<file path="src/rtl/monitor_cmd_dispatch_pkg.sv">
// Shared definitions for the monitor command dispatcher: command field map,
// FSM state encoding and response packing.
package monitor_pkg;

  localparam int CMD_W  = 40;
  localparam int MSG_W  = 40;
  localparam int GRP_W  = 7;
  localparam int ADDR_W = 16;
  localparam int DATA_W = 16;

  localparam int CMD_WR_BIT   = 39;
  localparam int CMD_GRP_MSB  = 38;
  localparam int CMD_GRP_LSB  = 32;
  localparam int CMD_ADDR_MSB = 31;
  localparam int CMD_ADDR_LSB = 16;
  localparam int CMD_DATA_MSB = 15;
  localparam int CMD_DATA_LSB = 0;

  typedef enum logic [2:0] {
    IDLE  = 3'd0,
    LATCH = 3'd1,
    ISSUE = 3'd2,
    WAIT  = 3'd3,
    RESP  = 3'd4
  } dispatch_state_t;

  function automatic logic [MSG_W-1:0] pack_resp(input logic [GRP_W-1:0]  grp,
                                                 input logic [ADDR_W-1:0] addr,
                                                 input logic [DATA_W-1:0] data);
    return {1'b0, grp, addr, data};
  endfunction

endpackage

</file>
<file path="src/rtl/monitor_cmd_dispatch_if.sv">
// Command-queue, monitor-bus and read-message signals of the dispatcher.
// master = dispatcher side, slave = FIFOs / register groups side.
interface monitor_cmd_dispatch_if;
  import monitor_pkg::*;

  logic [CMD_W-1:0]  cmd;
  logic              cmd_ready;
  logic              cmd_read_en;
  logic [GRP_W-1:0]  bus_group;
  logic [ADDR_W-1:0] bus_addr;
  logic [DATA_W-1:0] bus_wdata;
  logic              bus_wr_en;
  logic              bus_rd_en;
  logic [DATA_W-1:0] bus_rdata;
  logic              bus_ack;
  logic [MSG_W-1:0]  read_msg;
  logic              read_msg_ready;
  logic              busy;

  modport master (
    input  cmd, cmd_ready, bus_rdata, bus_ack,
    output cmd_read_en, bus_group, bus_addr, bus_wdata, bus_wr_en, bus_rd_en,
           read_msg, read_msg_ready, busy
  );

  modport slave (
    output cmd, cmd_ready, bus_rdata, bus_ack,
    input  cmd_read_en, bus_group, bus_addr, bus_wdata, bus_wr_en, bus_rd_en,
           read_msg, read_msg_ready, busy
  );

endinterface

</file>
<file path="src/rtl/monitor_cmd_dispatch_timer.sv">
// monitor_bus_timer: WAIT-state ack watchdog, built only with MON_BUS_TIMEOUT_EN.
// tc is raised in the WAIT cycle that completes TIMEOUT_CYCLES cycles of waiting.
`ifdef MON_BUS_TIMEOUT_EN
module monitor_bus_timer #(
  parameter int TIMEOUT_CYCLES = 255
) (
  input  logic clk,
  input  logic srst,
  input  logic clr,
  input  logic en,
  output logic tc
);
  localparam logic [7:0] TC_VAL = 8'(TIMEOUT_CYCLES - 1);

  logic [7:0] cnt;

  always_ff @(posedge clk) begin
    if (srst || clr)    cnt <= '0;
    else if (en && !tc) cnt <= cnt + 8'd1;
  end

  assign tc = en && (cnt == TC_VAL);

endmodule
`endif

</file>
<file path="src/rtl/monitor_cmd_dispatch.sv">
// Pops 40-bit monitor commands, runs one bus read/write each, pushes read responses.
// Optional ack watchdog enabled by defining MON_BUS_TIMEOUT_EN.
module monitor_cmd_dispatch
  import monitor_pkg::*;
#(
  parameter int                TIMEOUT_CYCLES = 255,
  parameter logic [DATA_W-1:0] ERR_DATA       = 16'hDEAD
) (
  input  logic                   clk,
  input  logic                   srst,
  monitor_cmd_dispatch_if.master mif
);

  if (TIMEOUT_CYCLES < 1 || TIMEOUT_CYCLES > 255) begin : g_bad_timeout
    $error("TIMEOUT_CYCLES must lie in 1..255");
  end

  dispatch_state_t   state;
  logic              op_wr;
  logic              wait_done;
  logic [DATA_W-1:0] resp_data;

`ifdef MON_BUS_TIMEOUT_EN
  logic tmo;

  monitor_bus_timer #(.TIMEOUT_CYCLES(TIMEOUT_CYCLES)) u_timer (
    .clk  (clk),
    .srst (srst),
    .clr  (state == ISSUE),
    .en   (state == WAIT),
    .tc   (tmo)
  );

  assign wait_done = mif.bus_ack | tmo;
`else
  assign wait_done = mif.bus_ack;
`endif

  // An ack on the terminal cycle still carries real data.
  assign resp_data = mif.bus_ack ? mif.bus_rdata : ERR_DATA;

  // Pop is a decode of the registered state, so it lands in the IDLE cycle
  // and the FIFO head is valid during LATCH.
  assign mif.cmd_read_en = !srst && (state == IDLE) && mif.cmd_ready;
  assign mif.busy        = (state != IDLE);

  always_ff @(posedge clk) begin
    if (srst) begin
      state              <= IDLE;
      op_wr              <= 1'b0;
      mif.bus_group      <= '0;
      mif.bus_addr       <= '0;
      mif.bus_wdata      <= '0;
      mif.bus_wr_en      <= 1'b0;
      mif.bus_rd_en      <= 1'b0;
      mif.read_msg       <= '0;
      mif.read_msg_ready <= 1'b0;
    end else begin
      mif.bus_wr_en      <= 1'b0;
      mif.bus_rd_en      <= 1'b0;
      mif.read_msg_ready <= 1'b0;
      case (state)
        IDLE: begin
          if (mif.cmd_ready) state <= LATCH;
        end
        LATCH: begin
          op_wr         <= mif.cmd[CMD_WR_BIT];
          mif.bus_group <= mif.cmd[CMD_GRP_MSB:CMD_GRP_LSB];
          mif.bus_addr  <= mif.cmd[CMD_ADDR_MSB:CMD_ADDR_LSB];
          mif.bus_wdata <= mif.cmd[CMD_DATA_MSB:CMD_DATA_LSB];
          // Strobes are registered so they are high exactly during ISSUE.
          mif.bus_wr_en <= mif.cmd[CMD_WR_BIT];
          mif.bus_rd_en <= !mif.cmd[CMD_WR_BIT];
          state         <= ISSUE;
        end
        ISSUE: begin
          state <= WAIT;
        end
        WAIT: begin
          if (wait_done) begin
            if (op_wr) begin
              state <= IDLE;
            end else begin
              mif.read_msg       <= pack_resp(mif.bus_group, mif.bus_addr, resp_data);
              mif.read_msg_ready <= 1'b1;
              state              <= RESP;
            end
          end
        end
        RESP: begin
          state <= IDLE;
        end
        default: begin
          state <= IDLE;
        end
      endcase
    end
  end

endmodule

</file>
<file path="src/flat_wrapper.sv">
// flat-port wrapper written by rule: the top's interface ports become plain ports
module monitor_cmd_dispatch_flat import monitor_pkg::*;
#(
  parameter int                TIMEOUT_CYCLES = 255,
  parameter logic [DATA_W-1:0] ERR_DATA       = 16'hDEAD
)
  (clk, srst, mif_cmd, mif_cmd_ready, mif_bus_rdata, mif_bus_ack, mif_cmd_read_en, mif_bus_group, mif_bus_addr, mif_bus_wdata, mif_bus_wr_en, mif_bus_rd_en, mif_read_msg, mif_read_msg_ready, mif_busy);
  monitor_cmd_dispatch_if mif_i ();
  input  logic clk;
  input  logic srst;
  input wire logic [$bits(mif_i.cmd)-1:0] mif_cmd;
  input wire logic [$bits(mif_i.cmd_ready)-1:0] mif_cmd_ready;
  input wire logic [$bits(mif_i.bus_rdata)-1:0] mif_bus_rdata;
  input wire logic [$bits(mif_i.bus_ack)-1:0] mif_bus_ack;
  output wire logic [$bits(mif_i.cmd_read_en)-1:0] mif_cmd_read_en;
  output wire logic [$bits(mif_i.bus_group)-1:0] mif_bus_group;
  output wire logic [$bits(mif_i.bus_addr)-1:0] mif_bus_addr;
  output wire logic [$bits(mif_i.bus_wdata)-1:0] mif_bus_wdata;
  output wire logic [$bits(mif_i.bus_wr_en)-1:0] mif_bus_wr_en;
  output wire logic [$bits(mif_i.bus_rd_en)-1:0] mif_bus_rd_en;
  output wire logic [$bits(mif_i.read_msg)-1:0] mif_read_msg;
  output wire logic [$bits(mif_i.read_msg_ready)-1:0] mif_read_msg_ready;
  output wire logic [$bits(mif_i.busy)-1:0] mif_busy;
  assign mif_i.cmd = mif_cmd;
  assign mif_i.cmd_ready = mif_cmd_ready;
  assign mif_i.bus_rdata = mif_bus_rdata;
  assign mif_i.bus_ack = mif_bus_ack;
  assign mif_cmd_read_en = mif_i.cmd_read_en;
  assign mif_bus_group = mif_i.bus_group;
  assign mif_bus_addr = mif_i.bus_addr;
  assign mif_bus_wdata = mif_i.bus_wdata;
  assign mif_bus_wr_en = mif_i.bus_wr_en;
  assign mif_bus_rd_en = mif_i.bus_rd_en;
  assign mif_read_msg = mif_i.read_msg;
  assign mif_read_msg_ready = mif_i.read_msg_ready;
  assign mif_busy = mif_i.busy;
  monitor_cmd_dispatch #(.TIMEOUT_CYCLES(TIMEOUT_CYCLES), .ERR_DATA(ERR_DATA)) u_core (.clk(clk), .srst(srst), .mif(mif_i));
endmodule
</file>
<file path="config.mk">
export PLATFORM = sky130hd
export DESIGN_NAME = monitor_cmd_dispatch_flat
export DESIGN_NICKNAME = d
export VERILOG_FILES = /design/src/rtl/monitor_cmd_dispatch_pkg.sv /design/src/rtl/monitor_cmd_dispatch_if.sv /design/src/rtl/monitor_cmd_dispatch_timer.sv /design/src/rtl/monitor_cmd_dispatch.sv /design/src/flat_wrapper.sv
export SDC_FILE = /design/constraint.sdc
export NUM_CORES = 1
export LEC_CHECK = 0
export CORE_UTILIZATION = 38
export DETAILED_ROUTE_END_ITERATION = 7
export HOLD_SLACK_MARGIN = 0.08
export PLACE_DENSITY = 0.76
export SYNTH_ARGS = -nofsm -noshare
export SYNTH_HDL_FRONTEND = slang
export SYNTH_HIERARCHICAL = 1
export SYNTH_SLANG_ARGS = --single-unit
</file>
<file path="constraint.sdc">
create_clock -name clk -period 1.3 [get_ports clk]
set_clock_uncertainty 0.1 [all_clocks]
set_input_delay 0.325 -clock clk [delete_from_list [all_inputs] [get_ports clk]]
set_output_delay 0.325 -clock clk [all_outputs]
set_load 0.02 [all_outputs]
</file>
Word-level counts from Yosys, hierarchy flattened
Cells that the tools add are included.

word-level totals
  register bits after elaboration = 85
  input bits = 60

cells by class
  equality and inequality tests = 5
  multiplexer cells = 5
  bitwise operators = 4
  reductions and logical operators = 10

operators by type and width
  operator                                       number
  case mux 3 bit (4 select lines)                1
  two-way mux 3 bit                              3
  == test 3 x 2 -> 1 bit, second input constant  2
  inequality test 2 bit, second input constant   2
  inverter 1 bit                                 4
  == test 3 x 1 -> 1 bit, second input constant  1
  logical NOT 3 bit                              1
  AND reduction 3 bit                            1
  nonzero test 3 bit                             1
  OR reduction 3 bit                             1
  logical AND 1 bit                              2
  logical NOT 1 bit                              2
  AND reduction 2 bit                            1
  OR reduction 2 bit                             1
  two-way mux 1 bit                              1

Longest topological paths before layout
  word-level depth = 3
  depth in mapped cells = 6
  mapped depth without buffers = 3

Least setup slack after synthesis
Ideal clock, no wire load.

  kind = in2out
  start = in srst
  end = out mif_cmd_read_en
  arrival = 1.156 ns
  data required time = 0.875 ns
  setup slack = -0.281 ns
  cell stages on the path = 3
  path buffers = 2
  cells stage by stage = buf_2 -> clkbuf_1 -> nor3_1

on the way
  word-level cells in the longest chain between the ends = 3

RTL lines
  element                          line                        source
  start, declared                  flat_wrapper.sv:10          input logic srst;
  logical NOT 1 bit                monitor_cmd_dispatch.sv:44  assign mif.cmd_read_en = !srst && (state == IDLE) && mif.cmd_ready;
  logical AND 1 bit (2 in series)  monitor_cmd_dispatch.sv:44
  end, declared                    flat_wrapper.sv:15          output wire logic [$bits(mif_i.cmd_read_en)-1:0] mif_cmd_read_en;

No other way between the ends.

Worst setup path after layout
  start = reg u_core.state[2]
  end = reg u_core.mif.bus_addr[5]

on the way
  word-level cells in the longest chain between the ends = 1

RTL lines
  element                 line                           source
  start, declared         monitor_cmd_dispatch.sv:18     dispatch_state_t state;
  start signal, assigned  monitor_cmd_dispatch.sv:49     state <= IDLE;
  start signal, assigned  monitor_cmd_dispatch.sv:64     if (mif.cmd_ready) state <= LATCH;
  start signal, assigned  monitor_cmd_dispatch.sv:74     state <= ISSUE;
  == test 3 x 1 -> 1 bit  monitor_cmd_dispatch.sv:62     case (state)
  end signal, assigned    monitor_cmd_dispatch.sv:69     mif.bus_addr <= mif.cmd[CMD_ADDR_MSB:CMD_ADDR_LSB];
  end, declared           monitor_cmd_dispatch_if.sv:22  output cmd_read_en, bus_group, bus_addr, bus_wdata, bus_wr_en, bus_rd_en,

No other way between the ends.
A chain may end at the register's enable or synchronous reset.

==> flow_summary.toml <==
[status]
status = "finished with violations"
failed_checks = "setup timing"

[yosys]
yosysWarnings = 6
ys_ff_latch = 85
synth.area.top_cells = "dfxtp_1 51%, nand2b_1 15%, mux2i_1 12%"
synth_cell_types = 22
netlist_area_mm2 = 0.00332
synth_top_family_by_area = "simple AND/OR/NAND/NOR gates"
synth_top_area_share_pct = 51.2
ys.flop_type = "dfxtp_1"
synth_edf_count = 0
yosys.area_share.simple_pct = 26.6
synthMuxAreaShare_pct = 11.7
synth_cells = 368
ys_seq_area_share_pct = 51.2
synth-xor-area-share_pct = 0
synth_compound_area_share_pct = 6.29
synth_top_cell_by_area = "dfxtp_1"
avgSynthCellArea_um2 = 9.03
syn_nets = 428
synthArstFlopShare_pct = 0
synth_fa_ha_area_share_pct = 0

[detailed_routing]
totalWireLength_um = 10500
ant_nets = 0
first_pass_iters = 4
wire_per_inst_um = 15.2
drt_iter0_markers = 148
drt-vias-per-instance = 4.73
num_vias = 3261
drc_errors = 0

[clock_tree]
cts_root_buf = "clkbuf_8"
clk_pin_slew_ps = 90
ctsHtreeMaxLevel = 3
clk_path_buf_depth = 2
clock_latency_ps = 360
clock_sinks = 85
cts_tree = "yes"
numCtsBuffers = 9

[setup_path]
crit_fanout = 7
crit_path_start_kind = "flop"
end_kind = "flop"
crit_type = "reg2reg"
r2r_slack_ps = -340
cp.arrival_ps = 1760
required_ps = 1420

[finish]
drive_above_1_share_pct = 49.1
fin_nets = 640
seqCellArea_mm2 = 0.00177
nFillCells = 643
antenna_cells = 0
final_cell_mix = "140 x buf_4, 78 x nand2b_1, 58 x clkdlybuf4s50_1"
syn_to_final_growth_pct = 77.4
multi_input_area_mm2 = 0.00167
final_common_cell = "buf_4"
final_area_mm2 = 0.00590

[floorplan]
core_area_mm2 = 0.00834
die_w_um = 95.5
num_rows = 33
dieHeight_um = 95.5
ios = 144
fp.dieArea_mm2 = 0.00913
initial_core_util_pct = 39.9

[pwr]
p_leak_nw = 2.43
total_power_mw = 6.11
power.density_mw_per_mm2 = 1040
irDropWorstVdd_v = 0.000592

[grt]
grt_pass1_vias = 3150
antenna_found_initial = 0
grt_max_degree = 65
grt_remaining_overflow = 0
grt_pass1_wl_um = 15300
globalRouteTotalUtil_pct = 22.3

[timing]
min_period_ps = 1640
min_period_over_period_pct = 126
report.final.slew_viol_count = 0
setup_slack_ps = -341
fmax_mhz = 610
worst_pin_slew_ps = 580
finalSetupViolCount = 83
slew_headroom_pct = 61.3
hold_viol = 0
rsz0062_at_grt = "yes"

[placed_design]
post_dp_cell_area_mm2 = 0.00528
dpl.hpwl_um = 5980
port_buffers = 142
globalplace.congestion = 0.753

[worst_hold_path]
min_path_type = "reg2reg"

[run]
cap_violations = 0
area by class of cell:
type                            count  share of cell area, %
Multi-Input combinational cell    254                   28.3
Clock inverter                      6                   1.17
Tap cell                          105                   2.23
Clock buffer                       10                   2.33
Timing Repair Buffer              229                   35.9
Inverter                            1                 0.0636
Sequential cell                    85                   30.0
report_power, final:
part	internal [mW]	switching [mW]
Sequential	2.72	0.0677
Clock	0.952	1.00
Combinational	0.753	0.619
Total	4.42	1.69
cells by family after synthesis:
| kind of cell | Yosys count |
|---|---|
| other | 1 |
| flip-flops | 85 |
| multiplexers | 39 |
| buffers and inverters | 29 |
| AND/OR/NAND/NOR | 173 |
| AO/OA/AOI/OAI | 41 |
state kept, by name (all words and copies together) (netlist names):
signal,flops
u_core/mif.bus_wr_en,1
u_core/mif.bus_rd_en,1
u_core/mif.bus_wdata,16
u_core/mif.bus_group,7
u_core/mif.read_msg,39
u_core/mif.read_msg_ready,1
u_core/op_wr,1
u_core/mif.bus_addr,16
u_core/state,3
path summary, 6_finish.rpt:
| path | from | endpoint | cells past startpoint |
|---|---|---|---|
| worst max-delay path | u_core/state[2] | u_core/mif.bus_addr[5] | 6 |
| worst min-delay path | u_core/mif.bus_wdata[5] | u_core/mif.bus_wdata[5] | 2 |
| worst max register to register | u_core/state[2] | u_core/mif.bus_addr[5] | 6 |
| worst min register to register | u_core/mif.bus_wdata[5] | u_core/mif.bus_wdata[5] | 2 |
stage by stage:
| stage | util (%) | cells | hold slack, ps | setup slack [ps] | TNS, ps |
|---|---|---|---|---|---|
| 6_report | 70.7 | 690 | 352 | -341 | -23750 |
| 3_3_place_gp | 63.4 | 650 | 337 | -734 | -32900 |
| 3_5_place_dp | 63.4 | 650 | 346 | -742 | -35480 |
| 2_1_floorplan | - | 368 | 303 | -83.3 | -3780 |
| 5_1_grt | 70.7 | 690 | 372 | -389 | -28200 |
| 4_1_cts | 67.1 | 685 | 351 | -345 | -22470 |
synth_stat cells, drive strengths merged, types with 2 or more instances:
library cell and n:
nand2b 78, dfxtp 85, nor2 2, mux2i 39, buf 11, nor4 2
nor3 4, clkbuf 17, nor3b 2, nand2 81, a21oi 40
what timing repair did:
item,in CTS,in global routing
cloned,9,2
hold buffers,0,0
endpoints found under the setup margin,164,157
resized for setup,396,144
pin swaps,9,16
buffers inserted,10,9
routing by layer:
layer / vias up / GRT usage, % / wire, um
met5: - / 0 / 0
met4: 0 / 8.71 / 250
met3: 18 / 6.38 / 629
met2: 92 / 38.2 / 5160
met1: 1538 / 26.1 / 4420
li1: 1613 / - / -
critical path, cell delays in order, from the launching register on:
cell and delay (ps):
dfxtp_2 340, buf_4 130, buf_6 110, or3b_4 500
clkbuf_16 210, nand2_1 60, a21oi_1 50
(Power assumes the default switching activity.)
